<file path="config.mk">
export PLATFORM = sky130hd
export DESIGN_NAME = hazard_unit
export DESIGN_NICKNAME = d
export VERILOG_FILES = /design/src/rtl/hazard_unit.sv
export SDC_FILE = /design/constraint.sdc
export NUM_CORES = 1
export LEC_CHECK = 0
export BUFFER_PORTS_ARGS = -buffer_cell sky130_fd_sc_hd__buf_2
export CAP_MARGIN = 10
export CORE_MARGIN = 2
export CORE_UTILIZATION = 33
export CTS_CLUSTER_DIAMETER = 50
export DETAILED_ROUTE_END_ITERATION = 12
export GPL_TIMING_DRIVEN = 1
export PLACE_DENSITY = 0.75
export SYNTH_ARGS = -nofsm -noshare
export SYNTH_HDL_FRONTEND = slang
export SYNTH_SLANG_ARGS = --single-unit
export TNS_END_PERCENT = 100
</file>
<file path="constraint.sdc">
create_clock -name clk -period 2.8 [get_ports clk]
set_clock_uncertainty 0.2 [all_clocks]
set_input_delay 0.84 -clock clk [delete_from_list [all_inputs] [get_ports clk]]
set_output_delay 0.84 -clock clk [all_outputs]
set_load 0.05 [all_outputs]
</file>
<file path="src/rtl/hazard_unit.sv">
// Pipeline hazard unit: operand forwarding, load-use and branch stall/flush control,
// and a multi-cycle divide sequencer that freezes Fetch/Decode/Execute while it runs.
module hazard_unit #(
  parameter int DIV_LAT = 4,
  parameter int RA_W    = 5
) (
  input  logic            clk,
  input  logic            rst_n,
  input  logic [RA_W-1:0] Rs1D,
  input  logic [RA_W-1:0] Rs2D,
  input  logic [RA_W-1:0] Rs1E,
  input  logic [RA_W-1:0] Rs2E,
  input  logic [RA_W-1:0] RdE,
  input  logic [RA_W-1:0] RdM,
  input  logic [RA_W-1:0] RdW,
  input  logic            RegWriteM,
  input  logic            RegWriteW,
  input  logic            ResultSrcE0,
  input  logic            PCSrcE,
  input  logic            DivStartE,
  output logic [1:0]      ForwardAE,
  output logic [1:0]      ForwardBE,
  output logic            StallF,
  output logic            StallD,
  output logic            StallE,
  output logic            FlushD,
  output logic            FlushE,
  output logic            FlushM,
  output logic            DivBusy,
  output logic            DivDoneE
);

  localparam int CNT_W = $clog2(DIV_LAT);
  localparam logic [CNT_W-1:0] CNT_LOAD = CNT_W'(DIV_LAT - 2);
  localparam logic [CNT_W-1:0] CNT_ZERO = {CNT_W{1'b0}};
  localparam logic [CNT_W-1:0] CNT_ONE  = CNT_W'(1);
  localparam logic [RA_W-1:0]  REG_X0   = {RA_W{1'b0}};

  localparam logic [0:0] IDLE = 1'b0;
  localparam logic [0:0] BUSY = 1'b1;

  logic [0:0]       state;
  logic [0:0]       state_nxt;
  logic [CNT_W-1:0] cnt;
  logic [CNT_W-1:0] cnt_nxt;
  logic             div_stall;
  logic             lw_stall;
  logic             busy_nxt;
  logic             done_nxt;

  // Memory-stage producer wins over Writeback; x0 is never a forwarding source.
  function automatic logic [1:0] fwd_sel(
    input logic [RA_W-1:0] rs,
    input logic [RA_W-1:0] rd_m,
    input logic            we_m,
    input logic [RA_W-1:0] rd_w,
    input logic            we_w
  );
    logic [1:0] sel;
    if (we_m && (rd_m != REG_X0) && (rd_m == rs)) begin
      sel = 2'b10;
    end else if (we_w && (rd_w != REG_X0) && (rd_w == rs)) begin
      sel = 2'b01;
    end else begin
      sel = 2'b00;
    end
    return sel;
  endfunction

  assign ForwardAE = fwd_sel(Rs1E, RdM, RegWriteM, RdW, RegWriteW);
  assign ForwardBE = fwd_sel(Rs2E, RdM, RegWriteM, RdW, RegWriteW);

  assign lw_stall = ResultSrcE0 && (RdE != REG_X0) && ((RdE == Rs1D) || (RdE == Rs2D));

  // Divide sequencer next state; the start request is only honoured from IDLE.
  always_comb begin
    state_nxt = state;
    cnt_nxt   = cnt;
    div_stall = 1'b0;
    case (state)
      IDLE: begin
        if (DivStartE) begin
          div_stall = 1'b1;
          cnt_nxt   = CNT_LOAD;
          state_nxt = BUSY;
        end else begin
          cnt_nxt   = CNT_ZERO;
        end
      end
      BUSY: begin
        if (cnt != CNT_ZERO) begin
          div_stall = 1'b1;
          cnt_nxt   = cnt - CNT_ONE;
        end else begin
          cnt_nxt   = CNT_ZERO;
          state_nxt = IDLE;
        end
      end
      default: begin
        cnt_nxt   = CNT_ZERO;
        state_nxt = IDLE;
      end
    endcase
  end

  // Status flags are precomputed from the next state so they leave the unit as flops.
  always_comb begin
    busy_nxt = 1'b0;
    done_nxt = 1'b0;
    if (state_nxt == BUSY) begin
      busy_nxt = (cnt_nxt != CNT_ZERO);
      done_nxt = (cnt_nxt == CNT_ZERO);
    end else begin
      busy_nxt = 1'b0;
      done_nxt = 1'b0;
    end
  end

  // Sequencer state, counter and status flags.
  always_ff @(posedge clk or negedge rst_n) begin
    if (!rst_n) begin
      state    <= IDLE;
      cnt      <= CNT_ZERO;
      DivBusy  <= 1'b0;
      DivDoneE <= 1'b0;
    end else begin
      state    <= state_nxt;
      cnt      <= cnt_nxt;
      DivBusy  <= busy_nxt;
      DivDoneE <= done_nxt;
    end
  end

  // While a divide holds Execute, load-use and branch requests are masked.
  always_comb begin
    StallF = 1'b0;
    StallD = 1'b0;
    StallE = 1'b0;
    FlushD = 1'b0;
    FlushE = 1'b0;
    FlushM = 1'b0;
    if (div_stall) begin
      StallF = 1'b1;
      StallD = 1'b1;
      StallE = 1'b1;
      FlushM = 1'b1;
    end else begin
      StallF = lw_stall;
      StallD = lw_stall;
      FlushD = PCSrcE;
      FlushE = lw_stall || PCSrcE;
    end
  end

endmodule

</file>
Word level (Yosys, flattened, before mapping)
Index checks and enable logic that the tools add are counted.
{ "op_classes": {"mux": 16, "bitwise": 1, "n_eq_ne": 6, "n_reduce_logical": 16, "add_sub_neg": 1} }
{ "op_table": {"columns": ["op", "n"], "rows": [
  ["equality test 5 bit", 6],
  ["nonzero test 5 bit", 3],
  ["two-way mux 1 bit", 10],
  ["logical AND 1 bit", 8],
  ["two-way mux 2 bit", 4],
  ["one-hot mux 2 bit (2 select lines)", 1],
  ["nonzero test 2 bit", 2],
  ["zero test 2 bit", 1],
  ["logical OR 1 bit", 2],
  ["one-hot mux 1 bit (2 select lines)", 1],
  ["subtractor 2 x 1 -> 2 bit, second input constant", 1],
  ["inverter 1 bit", 1]
]} }
{ "totals": {"output_inout_bits": 12, "wordCells": 44, "ff_bits": 5} }

Longest topological paths before layout
Gate-level depths: netlist of the first run.
{ "depth": {"ltp_word": 5, "mapped_depth": 5} }

Worst setup path after synthesis of the first run
Ideal clock, no wire load.
{ "synth_timing": {"path_kind": "input to output", "from": "input RdM[4]", "to": "output ForwardAE[0]", "arrival_time_ps": 3205, "n_path_buf": 0, "stages": 4, "required_time_ps": 1760, "path_slack_ps": -1445, "cell_sequence": "xnor2_1 -> nand3_1 -> nor4_1 -> nor4_2"} }
{ "synth_between": {"elab_chain_cells": 4, "elab_cells_between_ends": 5, "cone_classes": "eq/ne: 1; mux: 1; reduce/logical: 3"} }
{ "synth_lines": {"columns": ["element", "line", "rtl"], "rows": [
  ["start: declaration", "14", "input logic [RA_W-1:0] RdM,"],
  ["nonzero test 5 bit", "60", "if (we_m && (rd_m != REG_X0) && (rd_m == rs)) begin"],
  ["logical AND 1 bit", "60", null],
  ["logical AND 1 bit (*)", "60", null],
  ["two-way mux 2 bit (*)", "60", null],
  ["end: declaration", "21", "output logic [1:0] ForwardAE,"]
]} }
Mark *: on every way between the ends. The rest lies on a longest branch, timed or not.

Worst setup path in the final report of the first run
{ "layout_timing": {"from": "input RdM[2]", "to": "output ForwardAE[0]"} }
The elaborated chain is that of the path after synthesis.

==> parameters.txt, run 1 <==
Parameter                              Value

Global route
  Global-route usage over all layers    19.36%
  Largest net degree at the start of global routing    7
  Number of global-route vias before repair    743
  Initial antenna violation count    0
  Global-route wire length before repair    2967 um
  Final global-route overflow total    0

Pwr
  Switching portion of total power    49.94%
  Switching power    0.3998 mW
  Maximum ir drop on the vdd rail    0.0004366 V
  Power per cell area    562.8 mW/mm^2
  Part of the total power dissipated in the clock network    10.5%
  Combinational Power Share    73.3%
  Part of the total power dissipated in sequential elements    16.2%
  Cell Int Power    0.4008 mW
  Leakage    0.6829 nW

Worst setup path
  Startpoint of the worst-slack reg-to-reg timing path    state
  Worst R2R Setup Slack    1.28 ns
  Crit path launch type    input port
  Data required time of the worst path    1.76 ns
  Length in cells of the worst reg-to-reg path    4
  Maximum fanout along the worst path    2
  Beginning of the critical path    RdM[2]
  Endpoint arrival time on the critical path    2.20 ns
  Class of the most critical setup path    in -> out
  Sort of element at the end of the critical path    primary output

Detailed routing
  Number of vias per cell    4.737
  Via count of the routed design    810
  Amount of wire on met3 after detailed routing    99 um
  Wire length reported by the detailed router    2309 um
  First-pass iteration count of the detailed router    5
  Highest routed layer    met3
  Met1 WL    795 um
  Sum of met2 wire segment lengths after detailed routing    1413 um
  Average wire length per cell after detail routing    13.50 um
  Number of nets with antenna violations after routing    0
  Initial detailed-routing violation count    9
  Remaining routing DRC violations    0

Die
  Vertical extent of the die    46.66 um
  Ports placed on the boundary    54
  Initial standard-cell utilization of the core    34.78%
  CORE AREA    0.001727 sq mm
  Floorplan row count    15
  Width of the chip    46.66 um
  Area enclosed by the die boundary    0.002177 sq mm

Min path
  Worst hold path class    in -> async

CTS
  Clock buffer count from CTS    3
  Buffer levels on the longest clock path    2
  Hold-fix buffer count after cts    0
  Clock sinks    5
  Worst-Skew Late Latency    0.24 ns
  H-tree level count    1
  TritonCTS clock tree    yes
  Clock slew at reported path FFs    0.04 ns
  Root buffer selected by CTS    clkbuf_4

STA
  Worst-case setup margin in the final layout    -0.4373 ns
  Total of endpoints with negative setup slack in the final report    8
  Hold Fails Final Rpt    0
  Period Utilization, post-route    115.6%
  Setup TNS    -1.888 ns
  Relative slew margins    78.97%
  Setup repair after global routing missed its margin    yes
  Number of max-slew violations in the final report    0
  Max Clock Freq    0.3089 GHz
  Final min period    3.237 ns
  Transition time at the pin with the least slew margin    0.3131 ns

Cells and area
  Final std cells w/o fill    171
  Final-stage net count    189
  Final non-filler cell area    0.001423 sq mm
  Diode count    0
  Synth-to-layout area growth    136.9%
  Ratio of cells with drive above 1 in the final layout    71.92%
  Core Util, Final    82.39%

Synth
  Seq/Total Area, Yosys    20.83%
  Mapped Nets    112
  Largest area contributor in the netlist    xor2_1
  Cells after Synth    70
  Count of state elements after synthesis    5
  Post-synth cell types    19
  Number of warning messages in the yosys log    0
  Top cell type's share of synthesized area    35.00%
  Dominant cells by area after synthesis    xor2_1 35%, dfrtp_1 21%, xnor2_1 8.8%, or4_1 6.3%, nor4_2 4.2%
  Average instance area after synthesis    8.580 sq um
  Synth Cell Area    600.6 sq um

Placed design
  Area after DPL    0.001181 sq mm
  Post-placement worst setup slack    -0.5198 ns
  Placed wire-length estimate after detailed placement    1667 um
  Routability-driven placement congestion ratio    0.8379
  # port buffers    53
  Number of placed instances with taps included    164

Job
  Max cap viols    0

Status
  Result of the run    finished, violations left
  Violations in the final reports    negative setup slack
[layout by cell type, fill, tap and decap left out, drive strengths merged]
cell	Yosys	routed
buf	2	74
xor2	24	24
xnor2	6	6
dfrtp	5	5
or4	5	5
o21ai	5	5
nor4	4	4
nor2	4	4
clkbuf	0	4
nand3	3	3
nand2	3	3
inv	3	3
nor3	2	2
mux2	1	1
a21oi	1	1
a22oi	1	1
o31ai	1	1
[power by group through the flow]
stage	Combinational, mW	Clock, mW	Sequential [mW]
global route	0.614	0.0919	0.133
detailed placement	0.461	0	0.128
global placement	0.453	0	0.125
floorplan	0.313	0	0.153
CTS	0.547	0.0845	0.127
finish	0.587	0.0841	0.130
[path summary, 6_finish.rpt]
| kind | to |
|---|---|
| min | DivBusy |
| max | ForwardAE[0] |
| max in group asynchronous | state |
| max reg2reg | state |
| min reg2reg | DivDoneE |
| min in group clk | DivDoneE |
[registers in the layout, indices dropped and copies added, names as in the netlist]
signal / flops
DivBusy: 1
state: 1
cnt: 2
DivDoneE: 1
[per-stage QoR]
step,hold slack [ns],power [mW]
finish,0.2031,0.8006
global route,0.2006,0.8388
detailed placement,0.2855,0.5890
floorplan,0.2431,0.4657
CTS,0.2017,0.7587
global placement,0.2730,0.5786
[cell type report]
type	instances	area, sq um
clock buffers	4	26.28
fillers	108	304.0
multi-input cells	60	648.1
repair buffers	74	575.6
well taps	25	31.28
flip-flops and latches	5	125.1
inverters	3	16.27
[metal layers]
layer,track usage [%],up-vias
li1,-,393
met1,21.65,384
met2,37.22,33
met3,3.137,0
met4,5.000,0
met5,0,-
[worst max-delay path: stages]
cell	delay, ns
buf_6	0.09
or4_4	0.54
o21ai_4	0.17
buf_4	0.15
nor4_4	0.05
nor4_4	0.15
buf_6	0.19
[what timing repair did]
action | in CTS | in global routing
setup endpoints to repair | 10 | 10
resized for setup | 37 | 13
pin swaps | 10 | 9
buffers inserted | 0 | 3
[Yosys cell counts]
master / instances
nor4_2: 2
nand3_1: 3
xnor2_1: 6
mux2_2: 1
nor4_1: 2
nor2_1: 4
nor3_1: 2
inv_1: 3
buf_4: 2
nand2_1: 3
or4_1: 5
a21oi_1: 1
o21ai_1: 1
a22oi_1: 1
o21ai_0: 3
o21ai_2: 1
xor2_1: 24
dfrtp_1: 5
o31ai_1: 1
[cells by family after synthesis]
logic type             Yosys count  share of synthesized area, %
AND/OR/NAND/NOR                 21                         21.04
XOR/XNOR                        30                         43.75
multiplexers                     1                         1.875
AO/OA/AOI/OAI                    8                         8.124
flip-flops                       5                         20.83
buffers and inverters            5                         4.374
Power figures use the tool's default switching activity.
==> run 2: changes to the inputs <==
CORE_UTILIZATION = 36   (was 33)
PLACE_DENSITY = 0.81   (was 0.75)
SETUP_SLACK_MARGIN = 0.02   (was default)
==> parameters.txt, run 2 (synthesis gave the netlist of run 1 again) <==
Parameter                              Value

Status
  Result of the run    finished, violations left (unchanged)
  Violations in the final reports    negative setup slack (unchanged)

Cells and area
  Number of flip-flops under the largest register name    2 (unchanged)
  Final-stage net count    188 (was 189)
  Synth-to-layout area growth    132.5% (was 136.9%)
  Most frequent cells in the layout    35 x buf_2, 24 x xor2_1, 19 x buf_6 (was 34 x buf_2, 24 x xor2_1, 20 x buf_6)
  Largest reg by FF count    cnt (unchanged)
  Number of fill cells    73 (was 108)
  Most common cell after layout, fill and taps aside    buf_2 (unchanged)
  Final std cells w/o fill    161 (was 171)
  Area of all sequential standard cells    125.1 sq um (unchanged)
  Ratio of cells with drive above 1 in the final layout    71.03% (was 71.92%)
  Area of the multi-input gates    654.4 sq um (was 648.1 sq um)
  Diode count    0 (unchanged)

STA
  Final min period    3.210 ns (was 3.237 ns)
  Max Clock Freq    0.3115 GHz (was 0.3089 GHz)
  Worst-case setup margin in the final layout    -0.4099 ns (was -0.4373 ns)
  Period Utilization, post-route    114.6% (was 115.6%)
  Setup TNS    -1.750 ns (was -1.888 ns)
  Setup repair after global routing missed its margin    yes (unchanged)
  Transition time at the pin with the least slew margin    0.3721 ns (was 0.3131 ns)
  Relative slew margins    75.00% (was 78.97%)
  Hold Fails Final Rpt    0 (unchanged)
  Total of endpoints with negative setup slack in the final report    8 (unchanged)
  Number of max-slew violations in the final report    0 (unchanged)
  Final Hold Slack    0.2010 ns (was 0.2031 ns)

Pwr
  Total chip power    0.8156 mW (was 0.8006 mW)
  Leakage    0.6732 nW (was 0.6829 nW)
  Maximum ir drop on the vdd rail    0.0003994 V (was 0.0004366 V)
  Power per cell area    584.1 mW/mm^2 (was 562.8 mW/mm^2)

Die
  Vertical extent of the die    44.85 um (was 46.66 um)
  Area enclosed by the die boundary    0.002011 sq mm (was 0.002177 sq mm)
  Ports placed on the boundary    54 (unchanged)
  Initial standard-cell utilization of the core    38.96% (was 34.78%)
  Width of the chip    44.85 um (was 46.66 um)
  Floorplan row count    14 (was 15)
  CORE AREA    0.001541 sq mm (was 0.001727 sq mm)

CTS
  Root buffer selected by CTS    clkbuf_4 (unchanged)
  Worst-Skew Late Latency    0.24 ns (about the same)
  Clock sinks    5 (unchanged)
  H-tree level count    1 (unchanged)
  Clock slew at reported path FFs    0.05 ns (was 0.04 ns)
  Buffer levels on the longest clock path    2 (unchanged)
  TritonCTS clock tree    yes (unchanged)
  Clock buffer count from CTS    3 (unchanged)

Worst setup path
  Maximum fanout along the worst path    2 (unchanged)
  Startpoint of the worst-slack reg-to-reg timing path    state (unchanged)
  Class of the most critical setup path    in -> out (unchanged)
  Crit path launch type    input port (unchanged)
  Beginning of the critical path    RdM[4] (was RdM[2])
  Sort of element at the end of the critical path    primary output (unchanged)
  Data required time of the worst path    1.76 ns (about the same)
  Endpoint arrival time on the critical path    2.17 ns (was 2.20 ns)
  Length in cells of the worst reg-to-reg path    4 (unchanged)

Detailed routing
  First-pass iteration count of the detailed router    4 (was 5)
  Wire length reported by the detailed router    2573 um (was 2309 um)
  Remaining routing DRC violations    0 (unchanged)
  Initial detailed-routing violation count    3 (was 9)
  Number of vias per cell    5.043 (was 4.737)
  Number of nets with antenna violations after routing    0 (unchanged)
  Via count of the routed design    812 (was 810)
  Average wire length per cell after detail routing    15.98 um (was 13.50 um)

Placed design
  Post-placement worst setup slack    -0.5271 ns (was -0.5198 ns)
  Routability-driven placement congestion ratio    0.7744 (was 0.8379)
  # port buffers    53 (unchanged)
  Number of placed instances with taps included    155 (was 164)
  Placed wire-length estimate after detailed placement    1693 um (was 1667 um)

Global route
  Global-route wire length before repair    3663 um (was 2967 um)
  Final global-route overflow total    0 (unchanged)
  Number of global-route vias before repair    872 (was 743)
  Largest net degree at the start of global routing    7 (unchanged)
  Global-route usage over all layers    25.27% (was 19.36%)
  Initial antenna violation count    0 (unchanged)

Job
  Max cap viols    0 (unchanged)

Min path
  Worst hold path class    in -> async (unchanged)
## run 2: changes by cell type in the layout (fill, tap and decap cells not counted)
cell	before	now
buf_2	34	35
buf_6	20	19
buf_8	4	3
nor3_1	0	1
nor3_2	2	1
xnor2_2	6	5
xnor2_4	0	1
## run 2: critical path, cell delays in order
cell and delay, ns:
buf_6 0.10, or4_4 0.54, o21ai_4 0.24, nor4_4 0.10
nor4_4 0.16, buf_6 0.20
## run 2: metrics by stage
step / instance area, sq um / utilization (%)
after floorplan: 768.2 / -
after global placement: 1170 / 75.89
after detailed placement: 1170 / 75.89
after CTS: 1358 / 88.07
after global routing: 1396 / 90.58
final: 1396 / 90.58
## run 2: area by class of cell
| type | instances | area share (%) |
|---|---|---|
| Multi-Input combinational cell | 60 | 46.86 |
| Timing Repair Buffer | 73 | 39.70 |
| Sequential cell | 5 | 8.961 |
| Clock buffer | 4 | 1.882 |
| Tap cell | 16 | 1.434 |
| Inverter | 3 | 1.165 |
## run 2: final timing paths
check | to | slack [ns]
max | ForwardBE[0] | -0.41
min reg2reg | DivDoneE | 0.31
max in group asynchronous | cnt[1] | 2.06
min in group clk | DivDoneE | 0.31
min | DivBusy | 0.20
max reg2reg | state | 1.28
## run 2: power breakdown
part           switching, mW  internal [mW]  leakage [nW]
combinational          0.341          0.255         0.594
sequential            0.0336         0.0966        0.0641
clock                 0.0351         0.0542        0.0150
total                  0.409          0.406         0.673
## run 2: per-layer routing
metal  share of wire [%]  track usage (%)  wire, um
met3                 4.5            3.600       115
met4                 2.1            12.35        55
met1                  33            26.55       858
met2                  60            48.41      1543
met5                   0                0         0
## run 2: what timing repair did
item / in CTS / in global routing
pin swaps: 9 / 8
setup endpoints to repair: 10 / 10
hold endpoints to repair: 0 / 0
resized for setup: 41 / 7
hold buffers: 0 / 0
setup buffers: 2 / 0
